$ cat src/rtl/debouncer_nch.sv
// Multi-channel button debouncer: per channel a 2-flop synchronizer, a stability
// counter and a RELEASED/PRESSED/LONG state machine producing press/release/long events.
module debouncer_nch #(
  parameter int N_CH       = 4,
  parameter int STABLE_CNT = 30,
  parameter int LONG_CNT   = 1000
) (
  input  logic              clk,
  input  logic              rst,
  input  logic [N_CH-1:0]   btn_raw,
  input  logic [N_CH-1:0]   ch_en,
  output logic [N_CH-1:0]   btn_level,
  output logic [N_CH-1:0]   press_pulse,
  output logic [N_CH-1:0]   release_pulse,
  output logic [N_CH-1:0]   long_pulse,
  output logic [N_CH-1:0]   long_held,
  output logic [2*N_CH-1:0] dbg_state
);

  localparam int SW = $clog2(STABLE_CNT);
  localparam int HW = $clog2(LONG_CNT + 1);
  localparam logic [SW-1:0] STAB_LAST = SW'(STABLE_CNT - 1);
  localparam logic [HW-1:0] HOLD_LAST = HW'(LONG_CNT - 1);

  typedef enum logic [1:0] {
    ST_RELEASED = 2'd0,
    ST_PRESSED  = 2'd1,
    ST_LONG     = 2'd2
  } state_t;

  logic [N_CH-1:0] r_sync1;
  logic [N_CH-1:0] r_sync2;
  logic [SW-1:0]   r_stab [N_CH];
  logic [HW-1:0]   r_hold [N_CH];
  state_t          r_state [N_CH];

  logic [N_CH-1:0] w_diff;
  logic [N_CH-1:0] w_accept;

  // Synchronizer keeps running while a channel is disabled so re-enable sees the live level.
  always_ff @(posedge clk) begin
    if (rst) begin
      r_sync1 <= '0;
      r_sync2 <= '0;
    end else begin
      r_sync1 <= btn_raw;
      r_sync2 <= r_sync1;
    end
  end

  always_comb begin
    w_diff   = '0;
    w_accept = '0;
    for (int i = 0; i < N_CH; i++) begin
      w_diff[i]   = r_sync2[i] ^ btn_level[i];
      w_accept[i] = w_diff[i] && (r_stab[i] == STAB_LAST);
    end
  end

  // Level is 0 exactly in RELEASED, so an accepted change there is a rise and elsewhere a fall.
  always_ff @(posedge clk) begin
    if (rst) begin
      for (int i = 0; i < N_CH; i++) begin
        r_state[i] <= ST_RELEASED;
        r_stab[i]  <= '0;
        r_hold[i]  <= '0;
      end
      btn_level     <= '0;
      press_pulse   <= '0;
      release_pulse <= '0;
      long_pulse    <= '0;
      long_held     <= '0;
    end else begin
      for (int i = 0; i < N_CH; i++) begin
        press_pulse[i]   <= 1'b0;
        release_pulse[i] <= 1'b0;
        long_pulse[i]    <= 1'b0;
        if (!ch_en[i]) begin
          r_state[i]   <= ST_RELEASED;
          r_stab[i]    <= '0;
          r_hold[i]    <= '0;
          btn_level[i] <= 1'b0;
          long_held[i] <= 1'b0;
        end else begin
          if (!w_diff[i] || w_accept[i]) begin
            r_stab[i] <= '0;
          end else begin
            r_stab[i] <= r_stab[i] + SW'(1);
          end
          if (w_accept[i]) begin
            btn_level[i] <= ~btn_level[i];
          end
          case (r_state[i])
            ST_RELEASED: begin
              if (w_accept[i]) begin
                r_state[i]     <= ST_PRESSED;
                press_pulse[i] <= 1'b1;
                r_hold[i]      <= '0;
              end
            end
            ST_PRESSED: begin
              if (w_accept[i]) begin
                r_state[i]       <= ST_RELEASED;
                release_pulse[i] <= 1'b1;
                r_hold[i]        <= '0;
              end else if (r_hold[i] == HOLD_LAST) begin
                r_state[i]    <= ST_LONG;
                long_pulse[i] <= 1'b1;
                long_held[i]  <= 1'b1;
                r_hold[i]     <= r_hold[i] + HW'(1);
              end else begin
                r_hold[i] <= r_hold[i] + HW'(1);
              end
            end
            ST_LONG: begin
              if (w_accept[i]) begin
                r_state[i]       <= ST_RELEASED;
                release_pulse[i] <= 1'b1;
                long_held[i]     <= 1'b0;
                r_hold[i]        <= '0;
              end
            end
            default: begin
              r_state[i]   <= ST_RELEASED;
              btn_level[i] <= 1'b0;
              long_held[i] <= 1'b0;
              r_hold[i]    <= '0;
            end
          endcase
        end
      end
    end
  end

  always_comb begin
    dbg_state = '0;
    for (int i = 0; i < N_CH; i++) begin
      dbg_state[2*i +: 2] = r_state[i];
    end
  end

endmodule

$ cat config.mk
export PLATFORM = sky130hd
export DESIGN_NAME = debouncer_nch
export DESIGN_NICKNAME = d
export VERILOG_FILES = /design/src/rtl/debouncer_nch.sv
export SDC_FILE = /design/constraint.sdc
export NUM_CORES = 1
export LEC_CHECK = 0
export ABC_AREA = 1
export CORE_MARGIN = 1
export CORE_UTILIZATION = 60
export DETAILED_ROUTE_END_ITERATION = 6
export GPL_ROUTABILITY_DRIVEN = 1
export PLACE_DENSITY = 0.93
export SLEW_MARGIN = 20
export SYNTH_ARGS = -nofsm -noshare
export SYNTH_HDL_FRONTEND = slang
export SYNTH_SLANG_ARGS = --single-unit
$ cat constraint.sdc
create_clock -name clk -period 3.1 [get_ports clk]
set_clock_uncertainty 0.2 [all_clocks]
set_input_delay 0.62 -clock clk [delete_from_list [all_inputs] [get_ports clk]]
set_output_delay 0.62 -clock clk [all_outputs]
set_load 0.02 [all_outputs]
==> results.md, run 1 <==
Cells and area:
- Relative to the synthesized area, the layout overhead comes to 15.4%.
- The number of filler instances in the final layout is 604.
- The post-route netlist has 5.12% of its cells at a drive strength greater than 1.
- Measured on the finished design, the core utilization comes to 71.9%.
- The multi-input logic area is 0.00224 mm^2.
- After the flow finishes, the layout carries non-filler instances totaling 788.
- The sequential cells in the finished layout cover a total of 0.00260 mm^2.
- The repair_antennas step left the layout with diodes totalling 0.
- The number of nets in the layout is 716.

STA:
- After layout, the worst path uses 80.2% of the clock period.
- The normalized max-slew margin is 65.9%.
- The total count of hold-check failures in the final report is 0.
- The max-slew violation count is 0.
- Timing would allow up to 0.402 GHz.
- The setup TNS is 0 ps.
- Setup repair after global routing left no endpoint under its margin.
- Setup violations remaining at the end of the flow were counted as 0.
- The post-layout minimum cycle time is 2480 ps.
- For the pin with the worst max-slew slack, the measured transition is 509 ps.

Clock tree:
- TritonCTS built the clock tree.
- The library cell used as clock root buffer is sky130_fd_sc_hd__clkbuf_8.
- CTS built an H-tree with a depth of 3.
- The count of instances resized after the clock tree is built is 0.
- The number of buffers on the longest clock path is 2.
- Clock latency on the worst-skew pair, taken at its later pin, is 370 ps.
- The number of buffers added for setup after CTS is 0.
- The number of CTS-inserted buffers is 9.
- The clock net in this run drives a total of 96 sinks.
- The clock-pin transition on the worst setup and hold timing paths is 90 ps.
- In this run, post-CTS hold repair placed 0 buffers.

GRT:
- The via count of the first global-routing pass is 3,962.
- The total overflow left after global routing is 0.
- The global router's overall resource usage is 24.2%.
- The number of antenna violations at the first check in global routing came to 0.
- Entering global routing, the biggest net connects 15 pins.
- The wire length of the first global-routing pass is 16,700 um.

Run status:
- The flow ran to the end, and the final reports show no timing, DRC or antenna violations.

Synth:
- The share of the Yosys chip area taken by registers is 50.6%.
- The synthesized area is 0.00514 mm^2.
- The count of unique library cells instantiated by Yosys is 32.
- Synthesis inferred 96 register bits.
- The number of warning messages in the yosys log is 0.
- The post-synthesis area per instance is 8.45 um^2.
- After technology mapping, the gate count stands at 609.
- The fraction of post-synthesis cell area in the top cell type by area is 39.7%.
- In the post-synthesis netlist, the biggest area contributors are sky130_fd_sc_hd__edfxtp_1 (40%), sky130_fd_sc_hd__dfxtp_1 (11%), sky130_fd_sc_hd__nor2_1 (9.1%).
- The largest total area in the synthesized netlist belongs to sky130_fd_sc_hd__edfxtp_1.

Drt:
- In this run the remaining antenna-violating nets after routing total 0.
- In the final routed layout, each cell accounts on average for 12.8 um.
- In the routed design, unresolved DRC markers number 0.
- The total via count after detailed routing is 4,111.
- The first routing iteration left 139 violations.
- The number of search-and-repair iterations in the first detailed-routing pass is 5.
- The routed design has 10,100 um of wire.
- Dividing the detail-routed via count by the number of cells gives 5.22.

Die:
- The number of I/O pins is 38.
- The initialized floorplan defines 33 standard-cell rows.
- The die covers 0.00895 mm^2.
- The die extent in x is 94.6 um.
- The initial utilization of the core area, before any placement, comes to 62.3%.
- The core footprint is 0.00826 mm^2.
- The die span in y is 94.6 um.

Flow run:
- The tool flagged a number of max-cap violations equal to 0.

Setup path:
- STA classifies the critical path endpoint as a flip-flop.
- The startpoint identified for the worst register-to-register timing path is r_stab[3][1].
- In this run the worst setup path terminates at r_hold[0][7].
- Along the worst path, the maximum fanout reaches 10.
- Data arrives at the worst endpoint at 2300 ps.
- The number of cells on the worst reg-to-reg path is 7.
- The origin of the worst setup path is rst.
- The type of the worst setup path is primary input to flip-flop.
- The worst setup path is launched from a primary input.
- The setup check on the worst reg-to-reg path leaves a slack of 740 ps.
- The data required time at the worst endpoint is 2920 ps.
- The endpoint identified for the worst register-to-register timing path is r_hold[3][7].

Placement:
- The final weighted congestion of routability-driven global placement is 0.846.
- The number of buffers added on ports is 37.
- In this run, placement finished with an instance count of 772.
- The wire-length estimate of the detail-placed layout is 7560 um.

Min path:
- The tightest min-delay check is of the flip-flop to flip-flop type.

Power:
- Across the VDD grid, the largest voltage drop is 0.220 mV.
- The power density over the cells is 419 mW/mm^2.
- The total power is 2.49 mW.
- The analysis attributes to cell leakage a power of 2.44 nW.
-- worst min-delay path by stage --
stage	startpoint	end	slack [ps]	cells after the start
final	r_sync1[1]	r_sync2[1]	200	2
after CTS	r_sync1[1]	r_sync2[1]	200	2
after global placement	r_sync1[1]	r_sync2[1]	190	2
after floorplan	r_sync1[0]	r_sync2[0]	190	2
after global routing	r_sync1[1]	r_sync2[1]	220	2
after detailed placement	r_sync1[1]	r_sync2[1]	200	2
-- synth_stat cells, drive strengths merged --
cell type and n:
clkbuf 2, nand2 120, xnor2 8, nor3 10
xor2 18, nand3b 1, edfxtp 68, and3 1
nor2 130, o21ai 13, nand4 14, ha 28
nand3 49, o211ai 2, a21oi 13, inv 96
nor3b 1, conb 1, or2 2, nor4 1
or3 1, dfxtp 28, o21bai 2
-- flip-flops by register name, indices dropped and copies added (netlist names) --
name and cells:
release_pulse 4, r_stab 20, r_sync2 4, r_hold 40
press_pulse 4, long_held 4, r_state 8, long_pulse 4
btn_level 4, r_sync1 4
-- worst max-delay path: stages --
cell                              delay, ps
sky130_fd_sc_hd__clkdlybuf4s50_1        460
sky130_fd_sc_hd__inv_4                  150
sky130_fd_sc_hd__buf_4                  140
sky130_fd_sc_hd__nand2_4                 60
sky130_fd_sc_hd__inv_2                  100
sky130_fd_sc_hd__nand2_1                 80
sky130_fd_sc_hd__nor2_2                 210
sky130_fd_sc_hd__nor2_1                 100
sky130_fd_sc_hd__nand3_1                370
-- report_power, final --
part           switching (mW)  leakage [nW]  internal [mW]
Combinational           0.123          1.38         0.0725
Clock                   0.409         0.103          0.415
Sequential             0.0480         0.956           1.42
Total                   0.580          2.44           1.91
-- final cells by class --
class | count | area share, %
clock buffer | 13 | 2.68
clock inverter | 3 | 0.674
inverter | 96 | 6.11
multi-input combinational | 434 | 37.8
sequential | 96 | 43.8
tap | 105 | 2.21
timing repair buffer | 41 | 6.74
-- layout by cell type (no fill, tap or decap), drive strengths merged --
cell,Yosys,layout
xor2,18,18
clkdlybuf4s50,0,37
inv,96,96
nand3b,1,1
o21bai,2,2
clkbuf,2,13
or2,2,2
clkinv,0,2
or3,1,1
nor4,1,1
ha,28,28
a21oi,13,13
nand2,120,120
edfxtp,68,68
nand3,49,49
dfxtp,28,28
o211ai,2,2
nand4,14,14
xnor2,8,8
nor3b,1,1
bufinv,0,1
buf,0,4
conb,1,20
nor2,130,130
o21ai,13,13
and3,1,1
nor3,10,10
-- per-stage QoR --
step	setup WS [ps]	hold slack (ps)	cell area, um^2
finish	615	202	5940
global route	449	223	5940
CTS	662	203	5940
detailed placement	287	195	5740
global placement	369	192	5740
floorplan	1100	188	5220
-- per-layer routing --
layer,wire length [um],GRT usage (%),vias up
met2,5280,45.2,98
li1,-,-,2067
met3,327,3.30,24
met1,4280,27.2,1922
met4,231,11.1,0
met5,0,0,-
-- cell families (layout without fill, tap and decap cells) --
group,Yosys count,count (layout),synth area share (%)
AND/OR/NAND/NOR,330,330,27.7
XOR/XNOR,26,26,4.43
other,1,20,0.0729
buffers and inverters,98,153,7.20
flip-flops,96,96,50.6
adder cells (fa/ha/maj),28,28,6.81
AO/OA/AOI/OAI,30,30,3.26
No activity file was read; power rests on OpenSTA's default activity.
==> inputs of run 2 (changes only) <==
--- a/config.mk
+++ b/config.mk
@@ -7,10 +7,10 @@
 export LEC_CHECK = 0
 export ABC_AREA = 1
 export CORE_MARGIN = 1
-export CORE_UTILIZATION = 60
+export CORE_UTILIZATION = 59
 export DETAILED_ROUTE_END_ITERATION = 6
 export GPL_ROUTABILITY_DRIVEN = 1
-export PLACE_DENSITY = 0.93
+export PLACE_DENSITY = 0.92
 export SLEW_MARGIN = 20
 export SYNTH_ARGS = -nofsm -noshare
 export SYNTH_HDL_FRONTEND = slang
==> constraint.sdc (replaced) <==
create_clock -name clk -period 2.4 [get_ports clk]
set_clock_uncertainty 0.2 [all_clocks]
set_input_delay 0.48 -clock clk [delete_from_list [all_inputs] [get_ports clk]]
set_output_delay 0.48 -clock clk [all_outputs]
set_load 0.02 [all_outputs]
==> run 2 against run 1 <==
  * Register-to-register slack lost 490 ps
  * Worst hold slack improved by 4.5 ps
  * Sequential power rose by 29%
  * Final area up 4.1%
  * Via count rose by 5.0%
  * Count of clock-buffer cells in the layout fell by 1
  * Power up 35%
  * Non-clock buffer count rose by 24
  * Critical path type unchanged
  * Largest power group unchanged
  * Highest routed layer unchanged
==> results.md, run 2 (synthesis gave the netlist of run 1 again) <==
Drt:
- The total via count after detailed routing is 4,318.
- The antenna violation net count after detailed routing is 0.
- The first detailed-routing pass ran for 6 iterations.
- The final routed wirelength across all metal layers is 11,100 um.
- In the final routed layout, each cell accounts on average for 13.7 um.
- In the routed layout, each cell is associated on average with a via count of 5.32.
- The first routing iteration left 219 violations.
- After detailed routing, the number of remaining DRC violations is 0.

Cells and area:
- The register with the most flip-flops in the layout has 40 of them.
- The fraction of final layout cells sized beyond drive strength 1 is 8.63%.
- The register ranked first by flip-flop count is r_hold.
- 0 antenna diodes ended up in the layout.
- The number of nets in the layout is 740.
- After routing the design area is 0.00618 mm^2.
- Relative to the synthesized area, the layout overhead comes to 20.2%.
- The most common cell after layout, fill and taps aside is sky130_fd_sc_hd__nor2_1.
- The top cell types in the final layout, fill and taps aside, are sky130_fd_sc_hd__nor2_1 (125), sky130_fd_sc_hd__nand2_1 (117), sky130_fd_sc_hd__inv_1 (94).
- The largest registers in the layout are r_hold x40, r_stab x20, r_state x8.

STA:
- For the pin with the worst max-slew slack, the measured transition is 570 ps.
- Setup repair after global routing left no endpoint under its margin.
- The total count of hold-check failures in the final report came to 0.
- The smallest clock period supported by the final layout is computed as 2180 ps.
- The hold slack is 207 ps.
- Setup slack on the critical path of the routed design comes to 220 ps.
- The normalized max-slew margin is 61.7%.
- The maximum operating frequency is 0.459 GHz.
- The setup TNS is 0 ps.
- Setup violations remaining at the end of the flow were counted as 0.
- The max-slew violation count is 0.
- Of the available clock period, the critical path in the final layout requires 90.8%.

Clock tree:
- Clock-pin slew was measured on the worst setup and hold paths at 90 ps.
- The count of instances resized after the clock tree is built is 0.
- The number of buffers added for setup after CTS is 0.
- Clock tree synthesis selected as its root buffer the cell sky130_fd_sc_hd__clkbuf_8.
- The hold-fix buffer count after cts is 0.
- The clock sink count is 96.
- The number of buffers on the longest clock path is 2.
- The H-tree depth reported by CTS is 3.
- The TritonCTS clock tree is done.
- The clock latency of the later-clocked register in the worst-skew pair is 370 ps.
- The number of CTS-inserted buffers is 9.

Setup path:
- The worst register-to-register path has a setup slack of 250 ps.
- The critical path endpoint category is a flip-flop.
- Along the worst path, the maximum fanout reaches 10.
- The sum of buffers and inverters on the critical path is 3.
- The highest cell delay on the worst timing path is 500 ps.
- The data arrival at the endpoint of the critical path is 2210 ps.
- The launching point of the worst reg2reg path is r_stab[1][1].
- The critical path is of the primary input to flip-flop type.
- For this design, the slowest cell found on the critical path is sky130_fd_sc_hd__clkdlybuf4s50_1.
- The capture point of the worst reg-to-reg path is r_hold[1][4].
- Following the worst setup path forward leads to its endpoint at r_state[2][1].
- The kind of start point of the critical path is a primary input.
- Among cell families on the critical path, the largest total delay comes from buffers and inverters.
- The most critical setup path has its startpoint at rst.
- The data required time at the worst endpoint is 2430 ps.
- The depth of the worst register-to-register path is 10.
- Walking the worst path, the cells encountered are clkdlybuf4s50_1 -> buf_4 -> nor2_1 -> buf_4 -> nand2_1 -> a21oi_1 -> nand2_2 -> nor2_1.
- The count of cell instances traversed by the critical path is 8.

Die:
- The die extent in x is 95.4 um.
- The area of the die is 0.00910 mm^2.
- 38 I/O pins were placed.
- The floorplan has 33 rows.
- The core footprint is 0.00834 mm^2.
- The initial core utilization is 61.7%.
- The die span in y is 95.4 um.

Flow run:
- Across the run, the number of max-cap violations was 0.

GRT:
- The via count of the first global-routing pass is 4,220.
- The largest net degree at the start of global routing is 16.
- The number of antenna violations at the first check in global routing was 0.
- After global routing the overflow that remains totals 0.
- The global router's overall resource usage is 26.5%.
- The wire length of the first global-routing pass is 18,400 um.

Placement:
- The number of buffers added on ports is 37.
- The total placed instance area is 0.00596 mm^2.
- The final weighted congestion of routability-driven global placement is 0.898.
- Timing analysis after detailed placement gives a worst setup slack of -65.2 ps.
- The sum of net half-perimeters after detailed placement is 8150 um.

Power:
- The power density over the cells is 545 mW/mm^2.
- Across the VDD grid, the largest voltage drop is 0.371 mV.
- The leakage power is 2.59 nW.

Min path:
- The kind of path behind the tightest hold check is flip-flop to flip-flop.

Run status:
- The flow ran to the end, and the final reports show no timing, DRC or antenna violations.
run 2: cell count changes in the layout (fill, tap and decap cells not counted):
cell / before / now
sky130_fd_sc_hd__clkbuf_16: 0 / 1
sky130_fd_sc_hd__buf_12: 0 / 3
sky130_fd_sc_hd__clkbuf_1: 2 / 0
sky130_fd_sc_hd__clkinv_4: 0 / 1
sky130_fd_sc_hd__buf_4: 4 / 25
run 2: report_power, final:
| part | switching [mW] | internal [mW] | leakage, nW |
|---|---|---|---|
| logic | 0.173 | 0.121 | 1.52 |
| clock network | 0.571 | 0.600 | 0.117 |
| registers | 0.0647 | 1.84 | 0.956 |
| total | 0.809 | 2.56 | 2.59 |
run 2: area by class of cell:
cell class,instances,area (um^2)
clock buffers,12,176
clock inverters,4,48.8
fillers,558,2160
inverters,96,363
multi-input cells,434,2240
flip-flops and latches,96,2600
well taps,105,131
repair buffers,65,618
run 2: stage by stage:
step	total power, mW	cells	utilization, %
after global placement	2.20	796	71.4
after CTS	3.37	812	74.1
after detailed placement	2.22	796	71.4
final	3.37	812	74.1
after floorplan	2.10	628	-
after global routing	3.48	812	74.1
run 2: worst min-delay path, stage by stage, from the launching register on:
cell                      delay [ps]
sky130_fd_sc_hd__dfxtp_1         300
sky130_fd_sc_hd__inv_1            40
sky130_fd_sc_hd__nor2_1           30
run 2: how the worst min path moves through the flow:
stage,startpoint,to,depth (start not counted),slack (ps)
after CTS,r_sync1[2],r_sync2[2],2,210
final,r_sync1[2],r_sync2[2],2,210
after detailed placement,r_sync1[2],r_sync2[2],2,200
after global placement,r_sync1[2],r_sync2[2],2,200
after floorplan,r_sync1[0],r_sync2[0],2,190
after global routing,r_sync1[2],r_sync2[2],2,240
run 2: layer usage:
| metal | wire length [um] | track usage, % |
|---|---|---|
| met2 | 5750 | 48.8 |
| met3 | 501 | 4.47 |
| met5 | 0 | 0 |
| met1 | 4490 | 29.4 |
| met4 | 374 | 12.6 |
==> inputs of run 3 (changes only) <==
--- a/config.mk
+++ b/config.mk
@@ -7,10 +7,11 @@
 export LEC_CHECK = 0
 export ABC_AREA = 1
 export CORE_MARGIN = 1
-export CORE_UTILIZATION = 59
+export CORE_UTILIZATION = 60
+export CTS_BUF_LIST = sky130_fd_sc_hd__clkbuf_4
 export DETAILED_ROUTE_END_ITERATION = 6
 export GPL_ROUTABILITY_DRIVEN = 1
-export PLACE_DENSITY = 0.92
+export PLACE_DENSITY = 0.93
 export SLEW_MARGIN = 20
 export SYNTH_ARGS = -nofsm -noshare
 export SYNTH_HDL_FRONTEND = slang
==> run 3 against run 2 <==
  * Fmax is 2.2% lower
  * Via count fell by 0.49%
  * Sequential share of layout area fell by 0.085 points
  * Critical path type is now flip-flop to primary output
  * First-iteration DRC count fell by 2.7%
  * Clock power barely moved
  * Cell count is 0.25% higher
  * Core utilization grew 0.89 points
  * Global-route usage down 0.20 points
  * Critical path depth shrank 7
  * Largest cell class unchanged
  * Count of clock-buffer cells in the layout shrank 3
  * Final area rose by 0.20%
==> results.md, run 3 (synthesis gave the netlist of run 1 again) <==
Run status:
- The run finished with clean final reports.

GRT:
- The via count of the first global-routing pass is 4,240.
- The number of antenna violations at the first check in global routing is 0.
- The global router's overall resource usage is 26.3%.
- The wire length of the first global-routing pass is 18,100 um.
- Entering global routing, the biggest net connects 17 pins.
- Global routing finished with a remaining overflow of 0.

Clock tree:
- The hold-fix buffer count after cts is 0.
- The clock reaches the later pin of the worst-skew pair after 440 ps.
- The number of CTS-inserted buffers is 9.
- The number of buffers added for setup after CTS is 0.
- The TritonCTS clock tree is done.
- The H-tree was split into 3 levels.
- The count of instances resized after the clock tree is built is 0.
- The clock drives 96 sinks.
- The tree is rooted in a sky130_fd_sc_hd__clkbuf_4.
- After clock tree synthesis, the clock-pin slew on the worst setup and hold paths is 150 ps.
- The number of buffers on the longest clock path is 2.

Min path:
- In this run the worst hold path is classified as flip-flop to flip-flop.
- The worst hold path was traced through 2 stages.

Setup path:
- Together, buffers and inverters on the worst path number 1.
- STA puts the critical path data arrival time at 1550 ps.
- The data required time at the worst endpoint is 1720 ps.
- The highest cell delay on the worst timing path is 650 ps.
- The cell family contributing the most delay on the critical path is buffers and inverters.
- STA classifies the critical path endpoint as a primary output.
- The type of the worst setup path is flip-flop to primary output.
- The count of cell instances traversed by the critical path is 1.
- Traced cell by cell, the critical path runs through clkdlybuf4s50_1.
- STA classifies the critical path startpoint as a flip-flop.
- In this run the worst path has a maximum fanout of 4.
- For the worst flop-to-flop path, the logic depth is 9.
- The master of the slowest instance on the critical path is sky130_fd_sc_hd__clkdlybuf4s50_1.

Cells and area:
- The number of nets in the layout is 742.
- More flip-flops sit in one register than any other, and that register is r_hold.
- Leaving out fill and tap cells, the most frequent cell in the layout is sky130_fd_sc_hd__nor2_1.
- Relative to the synthesized area, the layout overhead comes to 20.4%.
- The post-route netlist has 8.89% of its cells at a drive strength greater than 1.
- The largest registers in the layout are r_hold x40, r_stab x20, r_state x8.
- The flip-flop count of the largest register, all copies and words added is 40.
- Counting the fill cells in the layout gives 574.
- The number of standard cells in the final layout excluding fillers is 814.
- The antenna diode count is 0.
- In the layout the commonest cells are sky130_fd_sc_hd__nor2_1 (125), sky130_fd_sc_hd__nand2_1 (117), sky130_fd_sc_hd__inv_1 (94).

STA:
- The hold slack is 218 ps.
- Setup repair after global routing left no endpoint under its margin.
- The total count of hold-check failures in the final report is 0.
- The max-slew violation count is 0.
- Measured against its own limit, the worst slew margin works out to 66.0%.
- At the pin with the least slew margin, the transition time is 506 ps.
- For this run, the top clock speed supported by timing is 0.449 GHz.
- Setup total negative slack on the finished layout was measured at 0 ps.
- The worst path needs 2230 ps of the cycle, external delays included.
- The final setup violation count is 0.
- The final worst-path cycle share is 92.9%.
- The post-route worst setup slack is 171 ps.

Die:
- From left edge to right edge, the die measures 94.6 um.
- The die covers 0.00895 mm^2.
- The core footprint is 0.00826 mm^2.
- The initial core utilization is 62.3%.
- During I/O placement, the number of pins put on the boundary was 38.
- The total number of placement rows is 33.
- The die span in y is 94.6 um.

Power:
- Overall power consumption after layout is estimated at 3.38 mW.
- The leakage power is 2.60 nW.
- The worst-case IR drop observed on VDD is 0.409 mV.
- The power density over the cells is 545 mW/mm^2.

Drt:
- After detailed routing, the average wire length per cell comes to 13.3 um.
- The count of nets left with antenna violations once routing finished came out at 0.
- The post-route DRC violation count is 0.
- Summed over all layers, the routed wires come to 10,800 um.
- The pre-antenna-repair detailed-routing pass consisted of 5 iterations.
- The total via count after detailed routing is 4,297.
- In this run, the number of DRC markers left after iteration 0 of detailed routing was 213.
- The via density per instance is 5.28.

Flow run:
- The tool flagged a number of max-cap violations equal to 0.

Placement:
- The cell total after placement is 798.
- The number of buffers added on ports is 37.
- The post-place setup slack is -87.5 ps.
- At the end of routability-driven placement, the weighted congestion stood at 0.847.
- Once detailed placement completed, the half-perimeter wirelength came to 8260 um.
-- run 3: changes by cell type in the layout (fill, tap and decap cells not counted), sizes merged --
cell | before | now
clkinv | 3 | 2
clkbuf | 12 | 9
buf | 28 | 30
inv | 96 | 97
bufinv | 1 | 4
-- run 3: layer usage --
metal / wire, um / up-vias / track usage, %
met4: 256 / 0 / 12.4
met5: 0 / - / 0
met2: 5660 / 142 / 47.5
met1: 4350 / 1994 / 29.8
met3: 535 / 28 / 4.59
li1: - / 2133 / -
-- run 3: path summary, 6_finish.rpt --
check                 from           end  slack (ps)
max          r_state[3][0]  dbg_state[6]         170
min             r_sync1[1]    r_sync2[1]         220
max reg2reg   r_stab[3][1]  r_hold[3][1]         240
min reg2reg     r_sync1[1]    r_sync2[1]         220
-- run 3: final cells by class --
type | count | area [um^2] | share of cell area, %
inverters | 96 | 363 | 5.86
repair buffers | 67 | 646 | 10.4
multi-input cells | 434 | 2240 | 36.2
well taps | 105 | 131 | 2.12
flip-flops and latches | 96 | 2600 | 42.0
clock buffers | 9 | 67.6 | 1.09
clock inverters | 7 | 143 | 2.30
-- run 3: through the flow --
| step | util [%] | instance area (um^2) |
|---|---|---|
| 2_1_floorplan | - | 5220 |
| 3_3_place_gp | 72.5 | 5990 |
| 3_5_place_dp | 72.5 | 5990 |
| 4_1_cts | 75.0 | 6200 |
| 5_1_grt | 75.0 | 6200 |
| 6_report | 75.0 | 6200 |
-- run 3: power by group --
group          internal, mW  switching [mW]  leakage [nW]  total [mW]
Combinational         0.122           0.170          1.53       0.292
Clock                 0.636           0.544         0.111        1.18
Sequential             1.84          0.0642         0.956        1.90
==> patch 1, RTL diff (settings of run 3) <==
Register the input `btn_raw` before use, without a reset. The logic sees it one clock later. The other inputs are not delayed to match.
--- a/src/rtl/debouncer_nch.sv
+++ b/src/rtl/debouncer_nch.sv
@@ -30,2 +30,8 @@
 
+  logic [N_CH-1:0] btn_raw_q;
+
+  always_ff @(posedge clk) begin
+    btn_raw_q <= btn_raw;
+  end
+
   logic [N_CH-1:0] r_sync1;
@@ -45,3 +51,3 @@
     end else begin
-      r_sync1 <= btn_raw;
+      r_sync1 <= btn_raw_q;
       r_sync2 <= r_sync1;
Behaviour: same outputs for any inputs over 10 cycles, from zero or initial values and one cycle with rst high; that may be too few to reach the edited logic, so the function may still have changed.
==> patch 1 against run 3 <==
- routed wire length down 12%
- final cell count down 5.5%
- global-route usage down 3.9 points
- largest power group unchanged
- total power down 7.2%
- synthesized area up 0.32%
- sequential cell count up 4
- utilization down 1.5 points
- worst setup slack worse by 0.0047 ns
- cell area down 2.0%
- synthesized cell count down 6.4%
==> patch 1: results (changes against run 3) <==
[synth]
synth_area_per_cell_um2=9.05  ; +7.2%
synth-seq-area-share_pct=52.0  ; +1.4 points
yosysUniqueCellTypes=35  ; +9.4%
yosys_warnings=0  ; unchanged
netlist_top_cells_count=nor2_1, nand2_1, inv_1, edfxtp_1, nand3_1
synthTopCellsByArea=edfxtp_1, dfxtp_1, nor2_1, ha_1, nand2_1

[drt]
wirelength_um=9490  ; -12%
routed_via_density=5.15  ; -2.4%
vias=3962  ; -7.8%
drt-initial-drc-count=167  ; -22%

[sta]
slew_headroom_pct=67.1  ; +1.1 points

[power]
p_leak_nw=2.59  ; -0.36%
power.internal_w=0.00237  ; -8.8%
p_total_w=0.00313  ; -7.2%
combPwrFrac_pct=8.4  ; -0.3 points
vdd_drop_max_mv=0.380  ; -7.1%
p_seq_share_pct=62.8  ; +6.4 points

[finish]
post_route_cells_drive_above_1_share_pct=11.9  ; +3.0 points
nNetsFinal=697  ; -6.1%
fillers=556  ; -3.1%

[grt]
grt_pass1_wl_um=15500  ; -14%
grt_max_degree=18  ; +1
grt_util_all_layers_pct=22.3  ; -3.9 points
grt_pass1_vias=3740  ; -12%

[worst_setup_path]
critPathSlowestCell=clkdlybuf4s50_1
rr_worst_depth=8  ; -1

[clocking]
cts_made_buffers=9  ; unchanged
clk_latency_ns=0.46  ; +0.02 ns

[place]
gp_congestion=0.867  ; +2.4%
place_inst=753  ; -5.6%
dpl.hpwl_um=7530  ; -8.9%
place_area_um2=5930  ; -0.92%
portBuffers=37  ; unchanged

[outcome]
status=completed

[min_path]
holdPathStages=2  ; unchanged

patch 1: cell types whose count changed in the layout (fill, tap and decap cells not counted), moves of 6 or more:
cell	delta
a21oi_1	+6
inv_1	-19
nand2_1	-30
nand2_2	+6
nand3_1	-12
nand4_1	-6
nor2_1	-16
nor3_1	+9
o21ai_0	-7
patch 1: per-stage QoR:
step	worst slack (ns)	hold slack, ns	util, %
floorplan	0.329	0.188	-
global placement	0.0458	0.190	71.8
detailed placement	0.00393	0.193	71.8
CTS	0.138	0.212	73.5
global route	0.0805	0.218	73.5
finish	0.166	0.211	73.5
patch 1: area by class of cell:
cell class | instances | area (um^2) | share of cell area (%)
clock buffer | 11 | 82.6 | 1.36
clock inverter | 5 | 58.8 | 0.968
timing repair buffer | 61 | 576 | 9.48
sequential | 100 | 2680 | 44.2
tap | 105 | 131 | 2.16
multi-input combinational | 403 | 2220 | 36.5
inverter | 84 | 323 | 5.32
patch 1: final timing paths:
path | start | to | slack (ns)
max | r_state[0][0] | dbg_state[0] | 0.17
min reg2reg | r_sync1[2] | r_sync2[2] | 0.21
min | r_sync1[2] | r_sync2[2] | 0.21
max reg2reg | r_hold[3][0] | r_hold[3][8] | 0.25
patch 1: cells by family after synthesis:
family | after synthesis | synth area share [%]
AND/OR/NAND/NOR | 295 | 26.3
flip-flops | 100 | 52.0
buffers and inverters | 86 | 6.42
XOR/XNOR | 31 | 5.26
AO/OA/AOI/OAI | 29 | 3.18
adder cells (fa/ha/maj) | 28 | 6.79
other | 1 | 0.0727
patch 1: routing by layer:
metal  vias up  GRT usage, %  share of wire, %
li1       2003             -                 -
met1      1848          26.9                43
met2        95          39.5                51
met3        16          4.19               4.2
met4         0          8.46               1.7
met5         -             0                 0
==> patch 2, RTL diff (flow settings as in run 3) <==
Made on the original files. Set the parameter `STABLE_CNT` to 15 (it was 30).
--- a/src/rtl/debouncer_nch.sv
+++ b/src/rtl/debouncer_nch.sv
@@ -4,3 +4,3 @@
   parameter int N_CH       = 4,
-  parameter int STABLE_CNT = 30,
+  parameter int STABLE_CNT = 15,
   parameter int LONG_CNT   = 1000
Function: no difference found for any inputs over 4 cycles, from zero or initial values and one cycle with rst high; that may be too few to reach the edited logic, so the function may still have changed.
==> patch 2 against run 3 <==
- synthesized area is 3.6% lower
- final cell count fell by 7.2%
- cell area down 7.4%
- total power is 13% lower
- hold slack got worse by 0.0051 ns
- via count decreased by 6.4%
- synthesized cell count decreased by 5.4%
- worst setup slack got worse by 0.030 ns
- routed wire length decreased by 8.1%
- fmax decreased by 1.3%
- sequential cell count down 4
- clock power decreased by 29%
- sequential power fell by 4%
- sequential share of layout area increased by 1.3 points
- critical endpoint is now dbg_state[0]
==> patch 2: results (changes against run 3) <==
[outcome]
status=completed

[finish]
post_route_cells_drive_above_1_share_pct=7.96  ; -0.92 points
fillers=581  ; +1.2%
nNetsFinal=686  ; -7.5%
top_regs=r_hold (40), r_stab (16), r_state (8)

[synth]
yosysUniqueCellTypes=39  ; +22%
synth_edf_count=64  ; -5.9%
synthTopCellsByArea=edfxtp_1, dfxtp_1, nor2_1, ha_1, nand2_1
synth-seq-area-share_pct=50.1  ; -0.52 points
netlist_top_cells_count=nor2_1, nand2_1, inv_1, edfxtp_1, nand3_1
yosys_warnings=0  ; unchanged

[worst_setup_path]
critPathMaxFanout=4  ; unchanged
arrival_ns=1.58  ; +0.03 ns

[place]
dpl.hpwl_um=7550  ; -8.6%
place_area_um2=5600  ; -6.5%
portBuffers=37  ; unchanged
gp_congestion=0.896  ; +5.8%

[power]
p_leak_nw=2.45  ; -5.9%
vdd_drop_max_mv=0.431  ; +5.2%

[clocking]
htreeDepth=3  ; unchanged
cts_made_buffers=9  ; unchanged
clk_latency_ns=0.44  ; about the same

[drt]
drt-initial-drc-count=254  ; +19%
avgRoutedWirePerCell_um=13.1  ; -0.94%
vias=4020  ; -6.4%

[grt]
grt_pass1_wl_um=16800  ; -7.4%
grt_util_all_layers_pct=24.8  ; -1.4 points
antenna_found_initial=0  ; unchanged
grt_max_degree=16  ; -1

==> patch 2: cell count changes after synthesis, sizes merged, moves of 4 or more <==
cell,run 3,this run
nor2,130,119
nand2,120,99
xnor2,8,4
edfxtp,68,64
nand3,49,54
nand4,14,10
==> patch 2: tightest hold or removal path, cell delays in order, from the launching register on <==
cell and delay (ns):
dfxtp_1 0.32, inv_1 0.04, nor2_1 0.03
==> patch 2: layout make-up <==
type	count	area [um^2]	share of cell area, %
tap	102	128	2.23
clock inverter	5	53.8	0.938
multi-input combinational	404	2170	37.8
clock buffer	11	82.6	1.44
timing repair buffer	48	465	8.12
inverter	93	354	6.17
sequential	92	2480	43.3
==> patch 2: cell families after synthesis <==
logic type	after synthesis	share of synthesized area [%]
flops	92	50.1
xor+xnor	21	3.71
buf+inv	95	7.32
fa+ha+maj	28	7.07
simple gates	304	27.3
other cells	1	0.0756
compound gates	35	4.52
==> patch 2: power by group <==
group          leakage [nW]  total, W  switching [W]  internal, W
combinational          1.46  0.000264       0.000164     0.000101
clock                0.0705  0.000840       0.000504     0.000336
sequential            0.914   0.00182      0.0000585      0.00176
total                  2.45   0.00292       0.000726      0.00220
==> patch 2: path summary, 6_finish.rpt <==
kind         slack [ns]           from      endpoint  cells after the start
min reg2reg        0.21     r_sync1[2]    r_sync2[2]                      2
max                0.14  r_state[0][0]  dbg_state[0]                      1
min                0.21     r_sync1[2]    r_sync2[2]                      2
max reg2reg        0.22   r_stab[3][0]  r_hold[3][4]                     10
==> patch 2: metrics by stage <==
stage | std cells | worst slack [ns]
3_3_place_gp | 739 | 0.109
4_1_cts | 755 | 0.126
6_report | 755 | 0.141
5_1_grt | 755 | 0.0768
2_1_floorplan | 591 | 0.374
3_5_place_dp | 739 | 0.0248
==> patch 2: routing by layer <==
| layer | global-route usage (%) | part of all wire [%] |
|---|---|---|
| met1 | 28.4 | 42 |
| met5 | 0 | 0 |
| met4 | 11.8 | 3.1 |
| met2 | 44.4 | 51 |
| met3 | 4.60 | 4.4 |
